<file path="src/rtl/pipe_stage_reg.sv">
// Parametrised inter-stage pipeline register: advances, holds or bubbles a payload/control word
// under the shared stall vector and flush line, recirculates side state and counts bubble/flush cycles.
module pipe_stage_reg #(
    parameter int DATA_W     = 32,
    parameter int CTRL_W     = 16,
    parameter int SIDE_W     = 66,
    parameter int STALL_W    = 6,
    parameter int STAGE      = 3,
    parameter bit CLEAR_DATA = 1'b1,
    parameter int CNT_W      = 16
) (
    input  logic               clk,
    input  logic               rst,
    input  logic               flush,
    input  logic [STALL_W-1:0] stall,
    input  logic               in_valid,
    input  logic [CTRL_W-1:0]  in_ctrl,
    input  logic [DATA_W-1:0]  in_data,
    input  logic [SIDE_W-1:0]  side_i,
    output logic               out_valid,
    output logic [CTRL_W-1:0]  out_ctrl,
    output logic [DATA_W-1:0]  out_data,
    output logic [SIDE_W-1:0]  side_o,
    output logic               held,
    output logic [CNT_W-1:0]   bubble_cnt,
    output logic [CNT_W-1:0]   flush_cnt
);

    logic w_s_up;
    logic w_s_dn;

    logic              r_valid;
    logic [CTRL_W-1:0] r_ctrl;
    logic [DATA_W-1:0] r_data;
    logic [SIDE_W-1:0] r_side;
    logic              r_held;
    logic [CNT_W-1:0]  r_bubble_cnt;
    logic [CNT_W-1:0]  r_flush_cnt;

    assign w_s_up = stall[STAGE];
    assign w_s_dn = stall[STAGE+1];

    // NOTE: all state here is updated with non-blocking assignments so every register samples pre-edge values.
    always_ff @(posedge clk) begin
        if (rst) begin
            r_valid      <= 1'b0;
            r_ctrl       <= '0;
            r_data       <= '0;
            r_side       <= '0;
            r_held       <= 1'b0;
            r_bubble_cnt <= '0;
            r_flush_cnt  <= '0;
        end else if (flush) begin
            // Clearing side state makes the upstream restart a multi-cycle op from zero.
            r_valid <= 1'b0;
            r_ctrl  <= '0;
            r_side  <= '0;
            r_held  <= 1'b0;
            if (CLEAR_DATA) begin
                r_data <= '0;
            end
            if (r_flush_cnt != '1) begin
                r_flush_cnt <= r_flush_cnt + 1'b1;
            end
        end else if (w_s_up && !w_s_dn) begin
            r_valid <= 1'b0;
            r_ctrl  <= '0;
            r_side  <= side_i;
            r_held  <= 1'b0;
            if (CLEAR_DATA) begin
                r_data <= '0;
            end
            if (r_bubble_cnt != '1) begin
                r_bubble_cnt <= r_bubble_cnt + 1'b1;
            end
        end else if (!w_s_up) begin
            // An illegal s_up=0/s_dn=1 combination also lands here and simply advances.
            r_valid <= in_valid;
            r_ctrl  <= in_valid ? in_ctrl : '0;
            r_data  <= in_data;
            r_side  <= '0;
            r_held  <= 1'b0;
        end else begin
            r_side <= side_i;
            r_held <= 1'b1;
        end
    end

    assign out_valid  = r_valid;
    assign out_ctrl   = r_ctrl;
    assign out_data   = r_data;
    assign side_o     = r_side;
    assign held       = r_held;
    assign bubble_cnt = r_bubble_cnt;
    assign flush_cnt  = r_flush_cnt;

endmodule
</file>
<file path="config.mk">
export PLATFORM = sky130hd
export DESIGN_NAME = pipe_stage_reg
export DESIGN_NICKNAME = d
export VERILOG_FILES = /design/src/rtl/pipe_stage_reg.sv
export SDC_FILE = /design/constraint.sdc
export NUM_CORES = 1
export LEC_CHECK = 0
export CORE_MARGIN = 2
export CORE_UTILIZATION = 24
export DETAILED_ROUTE_END_ITERATION = 10
export PLACE_DENSITY = 0.58
export SYNTH_ARGS = -nofsm -noshare
export SYNTH_HDL_FRONTEND = slang
export SYNTH_SLANG_ARGS = --single-unit
</file>
<file path="constraint.sdc">
create_clock -name clk -period 2 [get_ports clk]
set_input_delay 0.3 -clock clk [delete_from_list [all_inputs] [get_ports clk]]
set_output_delay 0.3 -clock clk [all_outputs]
set_load 0.01 [all_outputs]
</file>
* Word level (Yosys, flattened, before mapping)
Index checks and enable logic that the tools add are counted.
Storage, ports and cells: input bits 124, register bits 148, output and inout bits 148, word-level logic and storage cells 22
Operators by class: muxes and demuxes 4, $add $sub $neg 2, reduce and logical (&&, ||, !) cells 6, equality and inequality tests 2, bitwise gates (word level) 1
Operator list (number):
- 66-bit 2-to-1 mux | 2
- 16-bit by 1-bit adder with 16-bit output (second input constant) | 2
- 16-bit inequality test (second input constant) | 2
- 16-bit 2-to-1 mux | 1
- 3-bit AND reduction | 1
- 3-bit OR reduction | 1
- 2-bit AND reduction | 1
- 2-bit OR reduction | 1
- 1-bit logical AND | 1
- 1-bit zero test | 1
- 1-bit 2-to-1 mux | 1
- 1-bit NOT | 1

* Logic depth before layout (Yosys ltp)
depth in word-level cells 3, mapped depth 6, gate-level depth less buffers 5

* Least setup slack after synthesis
No wires, ideal clock.
path type register to register, from register r_bubble_cnt[0] (netlist: bubble_cnt[0]), to register r_bubble_cnt[10] (netlist: bubble_cnt[10]), buffers on the path 0, period minus slack after synthesis 1.808 ns, arrival time 1.737 ns, path slack 0.192 ns, data required time 1.930 ns, cell stages (with the launch flop) 6, setup time 0.070 ns, path through dfxtp_1 -> ha_1 -> nand4bb_4 -> a311o_1 -> or4_1 -> a21oi_1
On the way: longest elaborated chain between the ends 2, elaborated cells on any way between the ends 3, those cells by class add/sub: 1; eq/ne: 1; reduce/logical: 1
RTL lines:
- from (decl) | RTL line 37 | logic [CNT_W-1:0] r_bubble_cnt;
- from (signal assigned) | RTL line 74 | r_bubble_cnt <= r_bubble_cnt + 1'b1;
- branches (longest 2 deep; another with 16-bit by 1-bit adder with 16-bit output)
Parallel ways; which one is timed is not known. A chain may end at the register's enable or synchronous reset.

* Final worst setup path
Same ends and word-level chain as after synthesis.

==> impl_metrics.csv <==
group,metric,value,unit
run_status,outcome,"finished clean",
critical_path,cp.required,2.34,ns
grt,grt_pass1_vias,4481,
logic_synthesis,synth_edf_count,0,
logic_synthesis,synth_ff_type,"dfxtp_1",
clock_tree,cts-root-buf,"clkbuf_16",
logic_synthesis,ys_types,43,
detailed_routing,post_drt_wl_per_cell,15.3,microns
critical_path,path_buf_inv,0,
detailed_routing,ant_nets,0,
logic_synthesis,yosysTopAreaCellShare,0.570,
floorplan,die_area,0.0228,sq mm
timing,tightest_slew,0.525,ns
logic_synthesis,yosys_warnings,0,
finish,layout_common_cells,"clkdlybuf4s50_1 (266), dfxtp_1 (148), and3_1 (70), nor2_1 (46), mux2i_1 (35)",
logic_synthesis,synth_cells,493,
critical_path,crit_family,"simple AND/OR/NAND/NOR gates",
timing,rsz0062_at_grt,"no",
finish,fillers,2033,
logic_synthesis,ys_seq_area_frac,0.570,
power_and_ir_drop,p_leak,3.66,nW
critical_path,r2r_start,"bubble_cnt[0]$_SDFFE_PP0P_",
finish,area_growth,73.5,%
critical_path,worstPathMaxFanout,5,
clock_tree,clock_path_buffers,2,
floorplan,fp-row-count,53,
detailed_routing,drc,0,
floorplan,io_pins,272,
critical_path,critPathLaunch,"bubble_cnt[0]$_SDFFE_PP0P_",
logic_synthesis,netlist_top_cells_area,"dfxtp_1 (57%), and3_1 (8.4%), mux2i_1 (6.7%)",
placement,dp_cells,1035,
grt,antenna_found_initial,0,
power_and_ir_drop,power_density,784,mW/mm^2
critical_path,cp_slowest_stage_delay,0.41,ns
logic_synthesis,syn_area,0.00519,sq mm
critical_path,reg2reg_to,"bubble_cnt[10]$_SDFFE_PP0P_",
critical_path,cp-end-kind,"flop",
timing,max_freq,558,MHz
clock_tree,clk_latency,0.41,ns
finish,drive_gt1_frac,0.107,
timing,final.period_utilization,0.897,
logic_synthesis,synth_nets,619,
job,maxCapViolations,0,
clock_tree,hold_buffers,0,
detailed_routing,drtIter0Drc,157,
critical_path,crit_end,"bubble_cnt[10]$_SDFFE_PP0P_",
grt,grt_overflow_total,0,
critical_path,crit_chain,"ha_1 -> nand4bb_4 -> a311o_1 -> or4_1 -> a21oi_1",
clock_tree,clkTransAtPathRegs,0.06,ns
clock_tree,cts_tree,"built",
logic_synthesis,ys_ff_latch,148,
finish,n_antenna_cell,0,
detailed_routing,viasPerCell,4.41,
floorplan,start_util,0.246,
critical_path,cp_data_arrival_time,2.14,ns
finish,layout.nets,905,
clock_tree,htree_levels,4,
timing,skew,0.00648,ns
grt,grtUsageTotal,0.141,
floorplan,die_w,151,microns
critical_path,path_class,"flop to flop",
timing,hold_viol,0,
critical_path,rrSetupSlack,0.21,ns
grt,grt_pass1_wl,24600,microns
grt,grt_max_degree,101,
placement,hpwl,11500,microns
clock_tree,cts-buffers-inserted,17,
logic_synthesis,yosysTopAreaCell,"dfxtp_1",
critical_path,rr_worst_depth,5,
floorplan,coreArea,0.0212,sq mm
logic_synthesis,avgSynthCellArea,10.5,sq um
timing,drv_slew,0,
critical_path,critPathSlowestCell,"dfxtp_1",
detailed_routing,first_pass_iters,4,
floorplan,die_h,151,microns
clock_tree,cts_setup_buffers,0,
critical_path,cp-start-kind,"flop",
finish,mostFrequentLayoutCell,"clkdlybuf4s50_1",
logic_synthesis,ys_async_sr_fraction,0,
timing,maxSlewHeadroom,0.647,
placement,routabilityCongestion,0.776,
timing,fin_tns_setup,0,ns
hold_path,hold_path.class,"input port to flop",
timing,setup_violations,0,
placement,port-buffer-count,267,
critical_path,crit_cells,5,
clock_tree,ctsResizeCount,0,
detailed_routing,num_vias,4706,
power_and_ir_drop,vdd_drop_max,0.000510,V
clock_tree,clock-sinks,148,
hold_path,hold_start,"stall[3]",
timing,period_minus_slack,1.79,ns
detailed_routing,wirelength,16300,microns
finish,final_cells,1067,
synthesized netlist by cell type (8+ instances only):
master    number
a21oi_1       16
or4_1          9
and4_1         8
nor2_1        47
mux2_2        10
nor2b_1        9
a22o_1        16
dfxtp_1      148
and3_1        70
a211oi_1       8
clkbuf_1      24
inv_1          8
nand2_1       18
mux2i_1       35
stage by stage:
stage | hold WS, ns | setup WS, ns | utilization | power [mW] | cell area [sq um]
after floorplan | 0.433 | 0.192 | - | 3.30 | 5190
after detailed placement | 0.439 | -0.139 | 0.397 | 3.74 | 8390
after CTS | 0.405 | 0.197 | 0.426 | 7.19 | 9010
after global routing | 0.437 | 0.0903 | 0.426 | 7.34 | 9010
after global placement | 0.433 | -0.120 | 0.397 | 3.74 | 8390
final | 0.433 | 0.206 | 0.426 | 7.06 | 9010
cell type report:
type                       count  area [sq um]  share of cell area
clock buffer                  17           425              0.0472
clock inverter                15           194              0.0215
inverter                       8          30.0             0.00333
multi-input combinational    303          2060               0.229
sequential                   148          2960               0.329
tap                          275           344              0.0382
timing repair buffer         301          2990               0.332
cell families after synthesis:
group / count (synthesis) / share of synthesized area
AO/OA/AOI/OAI: 63 / 0.0855
adder cells (fa/ha/maj): 2 / 0.00482
buffers and inverters: 42 / 0.0342
flip-flops: 148 / 0.570
multiplexers: 45 / 0.0891
AND/OR/NAND/NOR: 193 / 0.216
where the power goes:
part / internal, mW / leakage (nW) / switching [mW]
sequential: 3.01 / 1.20 / 0.0256
combinational: 0.407 / 2.16 / 0.226
clock: 2.00 / 0.299 / 1.39
total: 5.42 / 3.66 / 1.64
layer usage:
layer / global-route usage / vias up / wire length (microns)
met5: 0 / - / 0
met4: 0.0444 / 0 / 202
met3: 0.0687 / 15 / 1530
met2: 0.218 / 169 / 7620
met1: 0.174 / 2180 / 6940
li1: - / 2342 / -
sequential cells by signal (all words and copies together), names as in the netlist:
name        count
held            1
flush_cnt      16
out_valid       1
out_ctrl       16
side_o         66
out_data       32
bubble_cnt     16
how the worst min path moves through the flow:
stage                                 end  cells after the start
2_1_floorplan   out_ctrl[10]$_SDFFE_PP0N_                      1
3_3_place_gp       out_valid$_SDFFE_PP0N_                      1
3_5_place_dp       out_valid$_SDFFE_PP0N_                      1
4_1_cts        bubble_cnt[4]$_SDFFE_PP0P_                      5
5_1_grt             side_o[43]$_SDFF_PP0_                      2
6_report       bubble_cnt[4]$_SDFFE_PP0P_                      5
tightest hold or removal path, delay by kind of cell:
family	cells	cell delay (ns)
AOI/OAI and AO/OA	1	0.08
and+or+nand+nor	2	0.15
buffers and inverters	2	0.28
Power figures use the tool's default switching activity.
